File: config.mk
export PLATFORM = sky130hd
export DESIGN_NAME = issue_execute_fifo
export DESIGN_NICKNAME = d
export VERILOG_FILES = /design/src/rtl/issue_execute_fifo_pkg.sv /design/src/rtl/issue_execute_fifo.sv
export SDC_FILE = /design/constraint.sdc
export NUM_CORES = 1
export LEC_CHECK = 0
export CAP_MARGIN = 30
export CORE_UTILIZATION = 35
export CTS_CLUSTER_DIAMETER = 40
export DETAILED_ROUTE_END_ITERATION = 8
export GPL_TIMING_DRIVEN = 0
export PLACE_DENSITY = 0.62
export SYNTH_ARGS = -nofsm -noshare
export SYNTH_HDL_FRONTEND = slang
export SYNTH_SLANG_ARGS = --single-unit
export TNS_END_PERCENT = 50
File: constraint.sdc
create_clock -name clk -period 4.3 [get_ports clk]
set_input_delay 1.29 -clock clk [delete_from_list [all_inputs] [get_ports clk]]
set_output_delay 1.29 -clock clk [all_outputs]
set_load 0.02 [all_outputs]
File: src/rtl/issue_execute_fifo_pkg.sv
// Shared pack types between issue, execute and commit, plus FIFO pointer helpers.
// Each execute unit's issue queue is built from these types.
package issue_execute_fifo_pkg;

    localparam int ROB_ID_W = 6;
    localparam int REG_W    = 5;
    localparam int OPC_W    = 4;
    localparam int DATA_W   = 32;

    typedef enum logic [OPC_W-1:0] {
        OP_ADD = 4'h0,
        OP_SUB = 4'h1,
        OP_MUL = 4'h2,
        OP_DIV = 4'h3,
        OP_AND = 4'h4,
        OP_OR  = 4'h5,
        OP_XOR = 4'h6,
        OP_SLL = 4'h7
    } exec_op_e;

    typedef struct packed {
        logic [ROB_ID_W-1:0] rob_id;
        exec_op_e            op;
        logic [REG_W-1:0]    rd;
        logic [DATA_W-1:0]   op_a;
        logic [DATA_W-1:0]   op_b;
    } issue_execute_pack_t;

    typedef struct packed {
        logic enable;
        logic flush;
    } commit_feedback_pack_t;

    // Decides whether a flush is requested this cycle.
    function automatic logic flush_requested(input commit_feedback_pack_t fb);
        return fb.enable & fb.flush;
    endfunction

endpackage

File: src/rtl/issue_execute_fifo.sv
// Queue between issue and one execute unit: first-word-fall-through head,
// single-cycle pop, commit flush. All outputs come from registers only.
module issue_execute_fifo
    import issue_execute_fifo_pkg::*;
#(
    parameter int DEPTH = 4,
    parameter int CNT_W = $clog2(DEPTH + 1)
) (
    input  logic                  clk,
    input  logic                  rst,
    input  issue_execute_pack_t   data_in,
    input  logic                  push,
    output logic                  full,
    output logic [CNT_W-1:0]      count,
    output issue_execute_pack_t   data_out,
    output logic                  data_out_valid,
    input  logic                  pop,
    input  commit_feedback_pack_t commit_feedback_pack
);

    localparam int PTR_W = $clog2(DEPTH);

    logic [PTR_W-1:0]    rptr;
    logic [PTR_W-1:0]    wptr;
    logic [CNT_W-1:0]    occ;
    issue_execute_pack_t storage [DEPTH];

    logic flush_req;
    logic push_ok;
    logic pop_ok;

    assign flush_req = flush_requested(commit_feedback_pack);

    assign full           = (occ == CNT_W'(DEPTH));
    assign data_out_valid = (occ != '0);
    assign data_out       = storage[rptr];
    assign count          = occ;

    // Room is judged on registered occupancy; a same-cycle pop never frees a slot.
    assign push_ok = push & ~full;
    assign pop_ok  = pop & data_out_valid;

    always_ff @(posedge clk) begin
        if (rst || flush_req) begin
            rptr <= '0;
            wptr <= '0;
            occ  <= '0;
        end else begin
            if (push_ok) begin
                wptr <= wptr + PTR_W'(1);
            end
            if (pop_ok) begin
                rptr <= rptr + PTR_W'(1);
            end
            occ <= occ + CNT_W'(push_ok) - CNT_W'(pop_ok);
        end
    end

    // Storage carries no reset; validity is tracked by occ alone.
    always_ff @(posedge clk) begin
        if (!rst && !flush_req && push_ok) begin
            storage[wptr] <= data_in;
        end
    end

    always @(posedge clk) begin
        if (!rst && !flush_req) begin
            assert (!(push && full))
                else $warning("issue_execute_fifo: push dropped, queue has no room");
            assert (!(pop && !data_out_valid))
                else $warning("issue_execute_fifo: pop ignored, queue is empty");
        end
    end

endmodule
# Word-level counts from Yosys, hierarchy flattened
# Memory sizes are Yosys's and may differ from the RTL's. A register that Yosys moved wholly into a read port is not among the register bits.
# Cells that the tools add are included.
# op_classes
addsub	4
eq_ne	1
n_mux	4
bitwise_logic	4
reduce_logical	6
# ops
operator	count
$add 2x1->2 const B	2
$mux 2	2
$add 3x1->3	1
$and 1x1->1	3
$eq 3x3->1 const B	1
$reduce_bool 3->1	1
$sub 3x1->3	1
$logic_and 1x1->1	2
$logic_not 1->1	2
$mux 1	2
$logic_or 1x1->1	1
$not 1->1	1
# word_totals
ff_bits	7
ram_bits	316
input_bits	85
out_inout_bits	84
word_cells	23
memories	1
# mem_list
memory	depth	word_bits	read_ports	rd_ports_with_merged_regs	write_ports	line_no	text
storage	4	79	1	1	1	issue_execute_fifo.sv:26	issue_execute_pack_t storage [DEPTH];

# Depth between registers and ports, before layout
# Gate-level depths: netlist of run 1.
# logic_depth
ltp_word	6
mapped_depth	11
depth_no_buf	11

# Worst setup path before layout of run 1
# OpenSTA, ideal clock, no wires.
# synth_timing
path_type	input to register
start	input port commit_feedback_pack[1] (netlist bit)
end	memory storage[0][0] (netlist bit) (enable)
setup_time_ns	0.402
t_arrival_ns	2.721
required_time_ns	3.898
setup_slack_ns	1.177
cell_stages	2
n_path_buf	0
cell_sequence	a21oi_1 -> and3_2
# synth_between
elab_chain_len	6
# synth_lines
item	line_no	text
start, declared	issue_execute_fifo.sv:18	input commit_feedback_pack_t commit_feedback_pack
$and 1x1->1	issue_execute_fifo_pkg.sv:36	return fb.enable & fb.flush;
$logic_not 1->1	--	
$logic_and 1x1->1	--	
$logic_and 1x1->1	issue_execute_fifo.sv:61	if (!rst && !flush_req && push_ok) begin
$mux 1	issue_execute_fifo.sv:61	
$mux 1 (not written as such)	issue_execute_fifo.sv:62	storage[wptr] <= data_in;
end, declared	issue_execute_fifo.sv:26	
# No other way between the ends.

==> flow_metrics.env, run 1 <==
export IMPL_outcome="completed"
export IMPL_netlist_cell_type_count=28
export IMPL_drc=0
export IMPL_antenna_cells=0
export IMPL_min_period_ns=3.99
export IMPL_slew_violations=0
export IMPL_cap_violations=0
export IMPL_antenna_found_initial=2
export IMPL_hold_path_end="wptr[0]"
export IMPL_hold_violations=0
export IMPL_place_area_um2=14200
export IMPL_drtPass1Iterations=5
export IMPL_holdCritPathClass="reg2reg"
export IMPL_path_class="reg2out"
export IMPL_syn2layout_area_growth_pct=31.8
export IMPL_cts_htree_levels=2
export IMPL_root_buffer="clkbuf_16"
export IMPL_finalInstanceArea_um2=15600
export IMPL_cts_clk_slew_worst_paths_ns=0.05
export IMPL_drt_iter0_drc=302
export IMPL_viasPerCell=4.72
export IMPL_wl_mm=22.5
export IMPL_cts_sinks=325
export IMPL_r2r_end="count[2]"
export IMPL_port_buffers=168
export IMPL_synth_seq_area_share=0.815
export IMPL_ff2ff_setup_slack_ns=1.68
export IMPL_grt_pass1_vias=6017
export IMPL_synth_area_um2=11900
export IMPL_fin_nets=768
export IMPL_post_cts_buffers=0
export IMPL_rr_startpoint="count[2]"
export IMPL_synth_top_area_frac=0.800
export IMPL_clock_path_buffers=3
export IMPL_gp_congestion=0.694
export IMPL_ff_latch_area_um2=9670
export IMPL_finalCritPeriodShare=0.927
export IMPL_pwr_density_cell_nw_per_um2=551
export IMPL_drt_wirelength_per_cell_um=19.5
export IMPL_netlist_instances=462
export IMPL_ys_top_cells_by_count="316 x edfxtp_1, 79 x mux4_2, 9 x buf_2, 9 x dfxtp_1"
export IMPL_die_h_um=186
export IMPL_synth_area_top_cells="edfxtp_1 80%, mux4_2 15%, dfxtp_1 1.5%, ha_1 0.63%, buf_2 0.38%"
export IMPL_syn_nets=554
export IMPL_synth_main_ff_cell="edfxtp_1"
export IMPL_n_fill_cell=2747
export IMPL_fp_row_count=67
export IMPL_rsz0062_at_grt="false"
export IMPL_slew_headroom=0.498
export IMPL_dr_total_vias=5451
export IMPL_dp_cells=1082
export IMPL_ant_nets=0
export IMPL_hp_start="wptr[0]"
export IMPL_cts_buffers=40
export IMPL_grt_pass1_wl_mm=33.6
export IMPL_async_flop_share=0
export IMPL_cts_resized=0
export IMPL_grt_max_degree=42
export IMPL_vdd_drop_max_mv=0.347
export IMPL_pin_count=169
export IMPL_core_region_area_um2=33400
export IMPL_worst_r2r_path_depth=11
export IMPL_cts_tree="built"
export IMPL_cp_max_fo=10
export IMPL_overflow=0
export IMPL_syn_area_per_cell_um2=25.7
export IMPL_fp_dieW_um=186
export IMPL_tightestPinTransition_ns=0.752
export IMPL_die_area_um2=34600
export IMPL_start_util=0.355
export IMPL_start_kind="register"
export IMPL_holdWs_ns=0.538
export IMPL_leakage_nw=4.94
export IMPL_stdcell_count=1154
export IMPL_worstPathArrival_ns=2.70
export IMPL_ys_seq_elements=325
export IMPL_yosysTopAreaCell="edfxtp_1"
export IMPL_min_path_cells=2
export IMPL_multiInputGateArea_um2=2070
export IMPL_finalClockSkew_ns=0.0181
export IMPL_endpoint_kind="output port"
export IMPL_postCtsHoldBufs=0
export IMPL_track_usage=0.131
export IMPL_hpwlAfterDp_mm=13.9
export IMPL_cp_required_ns=3.01
export IMPL_clock_latency_ns=0.51
export IMPL_final_setup_viol_count=0
export IMPL_synth_most_common_cell="edfxtp_1"
export IMPL_synth_edff_count=316
export IMPL_layout_drive_gt1_share=0.239
export IMPL_ys_warnings_count=0
export IMPL_timing_fmax_ghz=0.251
==> worst max-delay path by stage <==
stage,end,slack (ns),depth (start not counted)
floorplan,storage[0][0],1.18,2
global placement,storage[0][71],-0.06,3
detailed placement,storage[3][18],0.62,4
CTS,data_out[24],0.22,4
global route,data_out[30],0.18,4
finish,data_out[24],0.31,4
==> critical path, cell delays in order (launching register included) <==
cell	delay, ns
dfxtp_1	0.30
buf_2	0.27
clkbuf_1	0.62
mux4_2	0.42
clkdlybuf4s50_1	0.60
==> power breakdown <==
group / switching [mW] / internal (mW) / total (mW)
logic: 0.717 / 0.771 / 1.49
registers: 0.0440 / 3.61 / 3.65
clock network: 1.29 / 2.20 / 3.48
total: 2.05 / 6.57 / 8.62
==> per-stage QoR <==
step | setup slack (ns) | TNS [ns] | power (mW) | utilization
floorplan | 1.18 | 0 | 4.57 | -
detailed placement | 0.616 | 0 | 5.23 | 0.426
global route | 0.179 | 0 | 8.94 | 0.468
global placement | -0.0581 | -14.42 | 5.19 | 0.422
CTS | 0.219 | 0 | 8.74 | 0.468
finish | 0.312 | 0 | 8.62 | 0.468
==> cells in the final DEF, fill, tap and decap left out, types with 2 or more instances in the layout <==
cell,n
bufinv_16,7
ha_1,6
nor2_1,5
clkinv_2,2
buf_2,9
mux4_2,79
edfxtp_1,316
clkbuf_16,41
clkdlybuf4s50_1,168
inv_6,5
nand4_1,2
inv_1,6
and3_4,4
and2_1,2
clkbuf_1,11
clkinvlp_4,6
xor2_1,2
inv_8,2
clkinv_1,2
buf_16,4
dfxtp_1,9
==> kinds of logic (layout without fill, tap and decap cells) <==
group | after synthesis | after routing | share of synthesized area
fa+ha+maj | 7 | 7 | 0.00801
buf+inv | 24 | 268 | 0.0115
flops | 325 | 325 | 0.815
mux | 79 | 79 | 0.150
simple gates | 18 | 18 | 0.00928
xor+xnor | 3 | 3 | 0.00221
compound gates | 6 | 6 | 0.00411
==> flip-flops by register name, indices dropped and copies added, names as in the netlist, named ones only <==
signal	cells
count	3
rptr	2
storage	316
wptr	2
==> per-layer routing <==
layer | track usage | up-vias | wire [µm]
li1 | - | 2422 | -
met1 | 0.164 | 2842 | 9340
met2 | 0.224 | 147 | 11500
met3 | 0.0297 | 38 | 1170
met4 | 0.0413 | 2 | 450
met5 | 0 | - | 13
==> final cells by class <==
class	count	area share
flip-flops and latches	325	0.618
well taps	448	0.0358
inverters	6	0.00144
repair buffers	172	0.115
clock buffers	46	0.0668
plain buffers	18	0.00728
clock inverters	26	0.0233
multi-input cells	113	0.133
No activity file was read; power rests on OpenSTA's default activity.
==> inputs of run 2 (changes only) <==
--- a/config.mk
+++ b/config.mk
@@ -10,7 +10,7 @@
 export CTS_CLUSTER_DIAMETER = 40
 export DETAILED_ROUTE_END_ITERATION = 8
 export GPL_TIMING_DRIVEN = 0
-export PLACE_DENSITY = 0.62
+export PLACE_DENSITY = 0.64
 export SYNTH_ARGS = -nofsm -noshare
 export SYNTH_HDL_FRONTEND = slang
 export SYNTH_SLANG_ARGS = --single-unit
==> constraint.sdc (replaced) <==
create_clock -name clk -period 3.6 [get_ports clk]
set_input_delay 1.08 -clock clk [delete_from_list [all_inputs] [get_ports clk]]
set_output_delay 1.08 -clock clk [all_outputs]
set_load 0.05 [all_outputs]
==> run 2 against run 1 <==
Compared with the run above: critical path depth unchanged; setup slack lost 0.21 ns; sequential cell count unchanged; register-to-register slack worse by 0.55 ns; highest routed layer is now met4.
==> flow_metrics.env, run 2 (same netlist as run 1, synthesis figures left out) <==
export IMPL_endpoint_kind="output port"
export IMPL_slew_violations=0
export IMPL_cap_violations=0
export IMPL_gp_congestion=0.742
export IMPL_pin_count=169
export IMPL_rsz0062_at_grt="true"
export IMPL_pwr_density_cell_nw_per_um2=679
export IMPL_worstPathArrival_ns=2.42
export IMPL_min_period_ns=3.50
export IMPL_leakage_nw=5.08
export IMPL_die_h_um=186
export IMPL_cts_buffers=41
export IMPL_drtPass1Iterations=4
export IMPL_cts_sinks=325
export IMPL_grt_max_degree=45
export IMPL_wl_met2_mm=11.4
export IMPL_cts_tree="built"
export IMPL_die_area_um2=34600
export IMPL_dr_total_vias=5493
export IMPL_max_stage_delay_ns=0.72
export IMPL_hp_start="wptr[0]"
export IMPL_r2r_end="count[2]"
export IMPL_vdd_drop_max_mv=0.607
export IMPL_p_total_mw=10.6
export IMPL_antenna_found_initial=0
export IMPL_clock_path_buffers=3
export IMPL_start_kind="register"
export IMPL_worst_r2r_path_depth=11
export IMPL_finalClockSkew_ns=0.0239
export IMPL_wl_met3_mm=1.36
export IMPL_outcome="completed"
export IMPL_overflow=0
export IMPL_layout_drive_gt1_share=0.247
export IMPL_antenna_cells=0
export IMPL_tns_ns=0
export IMPL_drc=0
export IMPL_layout_commonest_cell="edfxtp_1"
export IMPL_min_path_cells=2
export IMPL_top_layer="met4"
export IMPL_tightestPinTransition_ns=0.671
export IMPL_ant_nets=0
export IMPL_cp_required_ns=2.52
export IMPL_timing_fmax_ghz=0.286
export IMPL_core_region_area_um2=33400
export IMPL_fp_row_count=67
export IMPL_grt_pass1_vias=5967
export IMPL_wl_mm=22.1
export IMPL_port_buffers=168
export IMPL_drt_iter0_drc=279
export IMPL_holdWs_ns=0.530
export IMPL_drt_met1_wl_mm=8.77
export IMPL_critical_path_top_delay_family="buffers and inverters"
export IMPL_grt_pass1_wl_mm=33.1
export IMPL_rr_startpoint="count[2]"
export IMPL_fin_nets=769
export IMPL_ff2ff_setup_slack_ns=1.13
export IMPL_track_usage=0.129
export IMPL_crit_slowest_cell="clkdlybuf4s50_1"
export IMPL_slew_headroom=0.552
export IMPL_cp_cell_sequence="buf_6 > buf_12 > mux4_2 > clkdlybuf4s50_1"
export IMPL_fp_dieW_um=186
export IMPL_holdCritPathClass="reg2reg"
export IMPL_finalCritPeriodShare=0.973
export IMPL_hold_path_end="wptr[0]"
export IMPL_cp_max_fo=10
export IMPL_hold_violations=0
export IMPL_dp_cells=1082
export IMPL_path_class="reg2out"
export IMPL_regMostFlops="storage"
export IMPL_clock_latency_ns=0.53
export IMPL_root_buffer="clkbuf_16"
export IMPL_syn2layout_area_growth_pct=31.2
export IMPL_final_setup_viol_count=0
export IMPL_drt_wirelength_per_cell_um=19.1
export IMPL_largest_reg_flops=316
export IMPL_post_cts_buffers=0
export IMPL_layout_common_cells="316 x edfxtp_1, 96 x clkdlybuf4s50_1, 79 x mux4_2"
export IMPL_cts_htree_levels=2
export IMPL_stdcell_count=1156
export IMPL_start_util=0.355
export IMPL_viasPerCell=4.75
export IMPL_hpwlAfterDp_mm=13.8
export IMPL_cts_clk_slew_worst_paths_ns=0.05
export IMPL_path_buf_inv=3
==> run 2: routing by layer <==
layer,track usage,vias to the layer above
li1,-,2431
met1,0.152,2841
met2,0.226,178
met3,0.0376,43
met4,0.0443,0
met5,0,-
==> run 2: cell type report <==
type / count / area, µm²
fillers: 2770 / 17900
flip-flops and latches: 325 / 9670
multi-input cells: 113 / 2070
repair buffers: 172 / 1710
clock buffers: 44 / 1080
well taps: 448 / 561
clock inverters: 30 / 309
plain buffers: 18 / 144
inverters: 6 / 22.5
==> run 2: worst max-delay path by stage <==
stage	start	cells past startpoint	endpoint	slack, ns
2_1_floorplan	commit_feedback_pack[1]	2	storage[0][0]	0.69
4_1_cts	register	4	data_out[78]	0.04
6_report	register	4	data_out[76]	0.1
5_1_grt	register	4	data_out[76]	-0.0006
3_5_place_dp	register	4	data_out[59]	0.03
3_3_place_gp	commit_feedback_pack[1]	3	storage[0][65]	-0.53
==> run 2: worst min-delay path, cell delays in order, from the launching register on <==
cell,delay [ns]
dfxtp_1,0.33
nand2_1,0.06
o21ai_0,0.08
==> run 2: stage by stage <==
step,setup slack [ns],util,instance area [µm²]
2_1_floorplan,0.687,-,11900
4_1_cts,0.0393,0.465,15600
5_1_grt,-0.000636,0.465,15600
6_report,0.0977,0.465,15600
3_3_place_gp,-0.531,0.422,14100
3_5_place_dp,0.0335,0.426,14200
==> run 2: what timing repair did <==
action | in CTS | in global routing
endpoints found under the setup margin | 79 | 24
gates resized for setup | 80 | 7
hold buffers | 0 | 0
==> run 2: power by group <==
part	switching [mW]	internal [mW]
sequential	0.0515	4.31
combinational	1.38	0.797
clock	1.54	2.49
total	2.97	7.60
==> inputs of run 3 (changes only) <==
--- a/config.mk
+++ b/config.mk
@@ -11,6 +11,7 @@
 export DETAILED_ROUTE_END_ITERATION = 8
 export GPL_TIMING_DRIVEN = 0
 export PLACE_DENSITY = 0.64
+export RECOVER_POWER = 100
 export SYNTH_ARGS = -nofsm -noshare
 export SYNTH_HDL_FRONTEND = slang
 export SYNTH_SLANG_ARGS = --single-unit
==> run 3 against run 2 <==
Compared with the run above: combinational power is 2% lower; highest routed layer unchanged; first-iteration DRC count shrank 0.72%; sequential cell count stayed put; wire length hardly changed; die area unchanged.
==> flow_metrics.env, run 3 (same netlist as run 1, synthesis figures left out) <==
export IMPL_slew_headroom=0.239
export IMPL_largest_reg_flops=316
export IMPL_cts_buffers=41
export IMPL_tightestPinTransition_ns=1.14
export IMPL_timing_fmax_ghz=0.286
export IMPL_core_region_area_um2=33400
export IMPL_ant_nets=0
export IMPL_hpwlAfterDp_mm=13.8
export IMPL_layout_drive_gt1_share=0.246
export IMPL_post_cts_buffers=0
export IMPL_comb_power_share=0.202
export IMPL_cts_htree_levels=2
export IMPL_p_sw_mw=2.97
export IMPL_crit_end="data_out[76]"
export IMPL_place_ws_ns=0.0335
export IMPL_cp_max_fo=10
export IMPL_layout_common_cells="316 x edfxtp_1, 87 x dlygate4sd3_1, 79 x mux4_2"
export IMPL_dr_total_vias=5514
export IMPL_drc=0
export IMPL_hold_violations=0
export IMPL_seq_power_share=0.414
export IMPL_stdcell_count=1158
export IMPL_r2r_end="storage[1][61]"
export IMPL_gp_congestion=0.742
export IMPL_outcome="completed"
export IMPL_path_class="reg2out"
export IMPL_rsz0062_at_grt="true"
export IMPL_worstPathArrival_ns=2.41
export IMPL_clock_path_buffers=3
export IMPL_worst_r2r_path_depth=4
export IMPL_finalClockSkew_ns=0.0241
export IMPL_drtPass1Iterations=4
export IMPL_cts_tree="built"
export IMPL_layout_commonest_cell="edfxtp_1"
export IMPL_pwr_density_cell_nw_per_um2=678
export IMPL_antenna_found_initial=1
export IMPL_cts_clk_slew_worst_paths_ns=0.05
export IMPL_grt_pass1_vias=5967
export IMPL_slew_violations=0
export IMPL_die_h_um=186
export IMPL_start_kind="register"
export IMPL_ff2ff_setup_slack_ns=0.87
export IMPL_leakage_nw=5.08
export IMPL_fp_row_count=67
export IMPL_min_path_cells=2
export IMPL_min_period_ns=3.49
export IMPL_syn2layout_area_growth_pct=30.9
export IMPL_pin_count=169
export IMPL_share_clk_of_total_power=0.384
export IMPL_drt_wirelength_per_cell_um=19.1
export IMPL_vdd_drop_max_mv=0.578
export IMPL_clock_latency_ns=0.53
export IMPL_overflow=0
export IMPL_drt_iter0_drc=277
export IMPL_postCtsHoldBufs=0
export IMPL_viasPerCell=4.76
export IMPL_setup_ws_ns=0.106
export IMPL_endpoint_kind="output port"
export IMPL_die_area_um2=34600
export IMPL_root_buffer="clkbuf_16"
export IMPL_cts_sinks=325
export IMPL_fin_nets=769
export IMPL_final_setup_viol_count=0
export IMPL_track_usage=0.129
export IMPL_fp_dieW_um=186
export IMPL_dp_cells=1082
export IMPL_holdCritPathClass="reg2reg"
export IMPL_swShare=0.282
export IMPL_cp_required_ns=2.52
export IMPL_start_util=0.355
export IMPL_cap_violations=0
export IMPL_rr_startpoint="count[1]"
export IMPL_grt_max_degree=45
export IMPL_regMostFlops="storage"
export IMPL_intPower_mw=7.56
export IMPL_port_buffers=168
export IMPL_finalCritPeriodShare=0.970
export IMPL_wl_mm=22.1
export IMPL_grt_pass1_wl_mm=33.1
run 3: worst max-delay path, cell delays in order (launching register included):
cell,delay [ns]
dfxtp_1,0.33
buf_6,0.17
buf_12,0.17
mux4_2,0.51
clkdlybuf4s50_1,0.72
run 3: power by group through the flow:
stage          sequential [mW]  clock [mW]  combinational (mW)
2_1_floorplan             4.47           0                1.53
3_5_place_dp              4.44           0                2.33
3_3_place_gp              4.44           0                2.29
5_1_grt                   4.37        4.28                2.26
6_report                  4.36        4.04                2.13
4_1_cts                   4.36        4.15                2.21
run 3: per-layer routing:
metal / vias up / track usage / wire, µm
li1: 2433 / - / -
met1: 2865 / 0.152 / 8880
met2: 173 / 0.226 / 11300
met3: 43 / 0.0376 / 1330
met4: 0 / 0.0443 / 540
met5: - / 0 / 0
run 3: final cells by class:
class,instances,area (µm²)
Inverter,6,22.5
Buffer,18,144
Tap cell,448,561
Timing Repair Buffer,172,1680
Clock buffer,44,1080
Multi-Input combinational cell,113,2060
Fill cell,2785,17900
Clock inverter,30,309
Sequential cell,325,9670
Antenna cell,2,5.00
run 3: how the worst min path moves through the flow:
| stage | startpoint | endpoint | slack (ns) |
|---|---|---|---|
| floorplan | wptr[0] | wptr[0] | 0.47 |
| global placement | wptr[0] | wptr[0] | 0.48 |
| detailed placement | rptr[0] | register | 0.53 |
| CTS | wptr[0] | wptr[0] | 0.54 |
| global route | wptr[0] | wptr[0] | 0.57 |
| finish | wptr[0] | wptr[0] | 0.54 |
run 3: metrics by stage:
step	TNS [ns]	cell area, µm²	total power, mW	utilization	hold slack (ns)
floorplan	0	11900	6.00	-	0.470
global placement	-161.31	14100	6.73	0.422	0.482
detailed placement	0	14200	6.77	0.426	0.528
CTS	0	15600	10.7	0.465	0.543
global route	-0.000621	15500	10.9	0.464	0.572
finish	0	15500	10.5	0.464	0.535
run 3: timing repair:
item                                    CTS  global route
cloned                                    0             0
resized for setup                        80             7
endpoints found under the setup margin   79            24
